## src/rtl/booth_mult_if.sv

```systemverilog
// Start/done handshake and operand/result bus for the sequential Booth multiplier.
interface booth_mult_if #(
  parameter int unsigned WIDTH = 16
);
  logic                      start;
  logic signed [WIDTH-1:0]   multiplicand;
  logic signed [WIDTH-1:0]   multiplier;
  logic                      busy;
  logic                      done;
  logic signed [2*WIDTH-1:0] product;

  modport master (
    output start, multiplicand, multiplier,
    input  busy, done, product
  );

  modport slave (
    input  start, multiplicand, multiplier,
    output busy, done, product
  );
endinterface

```

## src/rtl/booth_mult.sv

```systemverilog
// Sequential radix-2 Booth multiplier: one add/sub plus arithmetic shift per cycle,
// signed 2*WIDTH-bit product after WIDTH iterations.
module booth_mult #(
  parameter int unsigned WIDTH = 16
) (
  input logic         clk,
  input logic         rst_n,
  booth_mult_if.slave bus
);
  localparam int unsigned CntW = (WIDTH > 1) ? $clog2(WIDTH) : 1;
  localparam logic [CntW-1:0] CntLast = CntW'(WIDTH - 1);

  typedef enum logic [1:0] {StIdle, StRun, StDone} state_e;

  state_e             state_q, state_d;
  logic [WIDTH:0]     a_q, a_d;
  logic [WIDTH-1:0]   q_q, q_d;
  logic               q1_q, q1_d;
  logic [WIDTH:0]     m_q, m_d;
  logic [CntW-1:0]    cnt_q, cnt_d;
  logic [2*WIDTH-1:0] product_q, product_d;

  logic [WIDTH:0]     a_sum;
  logic [WIDTH:0]     a_shift;
  logic [WIDTH-1:0]   q_shift;

  // Booth recoding on {Q[0], q_1}, then arithmetic shift of {A, Q, q_1}.
  always_comb begin
    unique case ({q_q[0], q1_q})
      2'b01:   a_sum = a_q + m_q;
      2'b10:   a_sum = a_q - m_q;
      default: a_sum = a_q;
    endcase
    a_shift = {a_sum[WIDTH], a_sum[WIDTH:1]};
    q_shift = {a_sum[0], q_q[WIDTH-1:1]};
  end

  always_comb begin
    state_d   = state_q;
    a_d       = a_q;
    q_d       = q_q;
    q1_d      = q1_q;
    m_d       = m_q;
    cnt_d     = cnt_q;
    product_d = product_q;

    unique case (state_q)
      // The done cycle doubles as an accept slot so back-to-back starts
      // sustain one operation every WIDTH+1 cycles.
      StIdle, StDone: begin
        state_d = StIdle;
        if (bus.start) begin
          a_d     = '0;
          q_d     = bus.multiplier;
          q1_d    = 1'b0;
          m_d     = {bus.multiplicand[WIDTH-1], bus.multiplicand};
          cnt_d   = '0;
          state_d = StRun;
        end
      end
      StRun: begin
        a_d  = a_shift;
        q_d  = q_shift;
        q1_d = q_q[0];
        if (cnt_q == CntLast) begin
          product_d = {a_shift[WIDTH-1:0], q_shift};
          state_d   = StDone;
        end else begin
          cnt_d = cnt_q + 1'b1;
        end
      end
      default: state_d = StIdle;
    endcase
  end

  always_ff @(posedge clk or negedge rst_n) begin
    if (!rst_n) begin
      state_q   <= StIdle;
      a_q       <= '0;
      q_q       <= '0;
      q1_q      <= 1'b0;
      m_q       <= '0;
      cnt_q     <= '0;
      product_q <= '0;
    end else begin
      state_q   <= state_d;
      a_q       <= a_d;
      q_q       <= q_d;
      q1_q      <= q1_d;
      m_q       <= m_d;
      cnt_q     <= cnt_d;
      product_q <= product_d;
    end
  end

  assign bus.busy    = (state_q == StRun);
  assign bus.done    = (state_q == StDone);
  assign bus.product = product_q;
endmodule

```

## src/flat_wrapper.sv

```systemverilog
// flat-port wrapper written by rule: the top's interface ports become plain ports
module booth_mult_flat 
#(
  parameter int unsigned WIDTH = 16
)
  (clk, rst_n, bus_start, bus_multiplicand, bus_multiplier, bus_busy, bus_done, bus_product);
  booth_mult_if #(.WIDTH(WIDTH)) bus_i ();
  input logic clk;
  input logic rst_n;
  input wire logic [$bits(bus_i.start)-1:0] bus_start;
  input wire logic [$bits(bus_i.multiplicand)-1:0] bus_multiplicand;
  input wire logic [$bits(bus_i.multiplier)-1:0] bus_multiplier;
  output wire logic [$bits(bus_i.busy)-1:0] bus_busy;
  output wire logic [$bits(bus_i.done)-1:0] bus_done;
  output wire logic [$bits(bus_i.product)-1:0] bus_product;
  assign bus_i.start = bus_start;
  assign bus_i.multiplicand = bus_multiplicand;
  assign bus_i.multiplier = bus_multiplier;
  assign bus_busy = bus_i.busy;
  assign bus_done = bus_i.done;
  assign bus_product = bus_i.product;
  booth_mult #(.WIDTH(WIDTH)) u_core (.clk(clk), .rst_n(rst_n), .bus(bus_i));
endmodule
```

## config.mk

```make
export PLATFORM = sky130hd
export DESIGN_NAME = booth_mult_flat
export DESIGN_NICKNAME = d
export VERILOG_FILES = /design/src/rtl/booth_mult_if.sv /design/src/rtl/booth_mult.sv /design/src/flat_wrapper.sv
export SDC_FILE = /design/constraint.sdc
export NUM_CORES = 1
export LEC_CHECK = 0
export ABC_AREA = 1
export CORE_MARGIN = 10
export CORE_UTILIZATION = 40
export DETAILED_ROUTE_END_ITERATION = 8
export SLEW_MARGIN = 20
export SYNTH_ARGS = -nofsm -noshare
export SYNTH_HDL_FRONTEND = slang
export SYNTH_SLANG_ARGS = --single-unit
export TNS_END_PERCENT = 50
```

## constraint.sdc

```tcl
create_clock -name clk -period 7 [get_ports clk]
set_clock_uncertainty 0.2 [all_clocks]
set_input_delay 1.4 -clock clk [delete_from_list [all_inputs] [get_ports clk]]
set_output_delay 1.4 -clock clk [all_outputs]
set_load 0.05 [all_outputs]
```

==> flow_summary_export.csv <==
group,metric,value,unit
synthesis,synth_cells,639,
cts,clk_pin_slew,0.07,ns
synthesis,syn_area,4890,um^2
critical_path,startpoint,"bus_start",
hold_path,min_from,"u_core.bus.product[15]",
cts,clock_path_buffers,2,
timing,relSlewSlack,43.7,%
placed_design,gp_congestion,0.896,
timing,max_freq,0.255,GHz
detailed_routing,avgViaCountPerCell,4.99,
die,rows,40,
synthesis,synth_edf_count,0,
cells_and_area,layout_commonest_cell,"nand2_1",
timing,hold_viol,0,
timing,min_period,3.92,ns
synthesis,synth.distinct_cells,35,
cts,cts_setup_buffers,0,
cells_and_area,mostFrequentLayoutCells,"197 x nand2_1, 87 x dfrtp_1, 69 x inv_1",
global_route,grt_pass1_vias,4033,
critical_path,cp.required,7.04,ns
synthesis,syn_area_per_cell,7.65,um^2
timing,slew_violations,0,
critical_path,crit_arrival,3.96,ns
die,die_w,131,um
detailed_routing,wl_per_cell,14.7,um
critical_path,start_kind,"input pin",
detailed_routing,dr.pass1.iters,4,
cells_and_area,syn_to_final_growth,21.4,%
detailed_routing,wirelength,12.4,mm
cells_and_area,nets,751,
die,initial_core_util,40.7,%
synthesis,synth_area_leaders,"dfrtp_1 45%, nand2_1 15%, inv_1 5.3%",
global_route,grt_use_total,15.3,%
cts,htreeDepth,3,
synthesis,ys_seq_elements,87,
detailed_routing,drt-initial-drc-count,333,
global_route,grt_max_degree,88,
global_route,grt_pass1_wl,20.6,mm
global_route,grt_remaining_overflow,0,
cts,post_cts_resized,0,
placed_design,pre_cts_ws,2.72,ns
timing,final.setup.tns,0,ns
critical_path,endpoint_kind,"register",
die,die_y,131,um
synthesis,yosysWarnings,0,
cts,numCtsBuffers,9,
die,core,12000,um^2
cts,clock-sinks,87,
detailed_routing,drc,0,
cts,cts_tree,"yes",
run_status,status,"complete, no violations",
cells_and_area,layout-drive-gt1-share,6.85,%
synthesis,synth-main-ff-cell,"dfrtp_1",
timing,holdWs,0.273,ns
timing,setup_ws,3.08,ns
cts,clock-root-buffer,"clkbuf_16",
die,die_area,17000,um^2
global_route,antenna_found_initial,0,
timing,rsz0062_at_grt,"no",
flow_run,drv_cap,0,
detailed_routing,vias,4234,
hold_path,hold_class,"reg2reg",
synthesis,yosysSeqAreaShare,44.5,%
detailed_routing,ant_nets,0,
critical_path,reg2reg_from,"u_core.q1_q",
synthesis,async_flop_share,100,%
cells_and_area,diodes,0,
placed_design,dp.final_hpwl,9.43,mm
synthesis,yosysTopAreaCell,"dfrtp_1",
placed_design,port_buffers,68,
timing,finalCritPeriodShare,55.9,%
critical_path,crit_fanout,24,
cts,postCtsHoldBufs,0,
synthesis,synthesis.nets,694,
timing,setup_viol,0,
die,io_pins,69,
cells_and_area,nFillCells,1211,
timing,tightest_slew,0.842,ns
cts,clk_latency,0.35,ns
cells_and_area,fin_util,49.4,%
synthesis,synth_top_area_share,44.5,%
critical_path,crit_type,"in2reg",
==> sequential cells by signal, summed over array words and instances, names as in the netlist <==
register            count
u_core.bus.product     32
u_core.cnt_q            4
u_core.m_q             16
u_core.a_q             16
u_core.q_q             16
u_core.state_q          2
u_core.q1_q             1
==> metrics by stage <==
stage	cell area, um^2	instances
floorplan	4890	639
finish	5940	848
global placement	5660	832
CTS	5930	848
global route	5940	848
detailed placement	5660	832
==> critical path: stages <==
cell and delay [ns]:
clkdlybuf4s50_1 0.46, nand2_1 0.49, nand2_1 0.74, inv_1 0.50, a221oi_1 0.37
==> per-layer routing <==
metal | GRT usage, % | share of wire [%]
met5 | 0 | 0
met4 | 5.43 | 1.8
met3 | 3.10 | 4.9
met2 | 22.8 | 44
met1 | 21.5 | 49
==> cell usage after synthesis (2+ instances only) <==
library cell  number
a21oi_2            2
o21bai_1           5
or2_2              3
ha_1              19
inv_2              9
a221oi_1           8
nor3_2             2
xnor2_1            5
o22ai_1           13
clkbuf_1          14
nor3_1            11
buf_4              2
o21ai_0           46
nor2_2             4
o21ai_1           10
o211ai_1           2
dfrtp_1           87
buf_2              7
nor2_1            39
nand3_1           37
nand3_2            2
xor2_1             9
nand2_1          197
nand2_2            6
nor2_4             3
a21oi_1           20
inv_1             69
==> cell families (layout without fill, tap and decap cells) <==
| logic type | count (synthesis) | count (layout) | synth area share (%) |
|---|---|---|---|
| adders and majority gates | 20 | 20 | 5.27 |
| buffers and inverters | 101 | 163 | 8.09 |
| AOI/OAI and AO/OA | 110 | 110 | 13.0 |
| DFF | 87 | 87 | 44.5 |
| xor gates and xnor gates | 14 | 14 | 2.51 |
| and+or+nand+nor | 307 | 307 | 26.6 |
==> final timing paths <==
path                                           to  slack, ns  depth (start not counted)
min in group asynchronous         u_core.cnt_q[0]       0.90                          1
setup / recovery                    u_core.q_q[7]       3.08                          5
setup reg to reg           u_core.bus.product[31]       3.37                         22
hold / removal             u_core.bus.product[15]       0.27                          2
max in group asynchronous  u_core.bus.product[28]       5.15                          1
hold reg to reg            u_core.bus.product[15]       0.27                          2
==> layout make-up <==
| cell class | instances | area [um^2] | area share, % |
|---|---|---|---|
| sequential | 87 | 2180 | 36.7 |
| clock buffer | 12 | 246 | 4.15 |
| tap | 147 | 184 | 3.10 |
| inverter | 78 | 293 | 4.93 |
| clock inverter | 4 | 28.8 | 0.485 |
| multi-input combinational | 451 | 2320 | 39.0 |
| timing repair buffer | 69 | 689 | 11.6 |
Power is not shown: default switching activity piles up to over one toggle a cycle in this logic, so the estimate is an artifact.
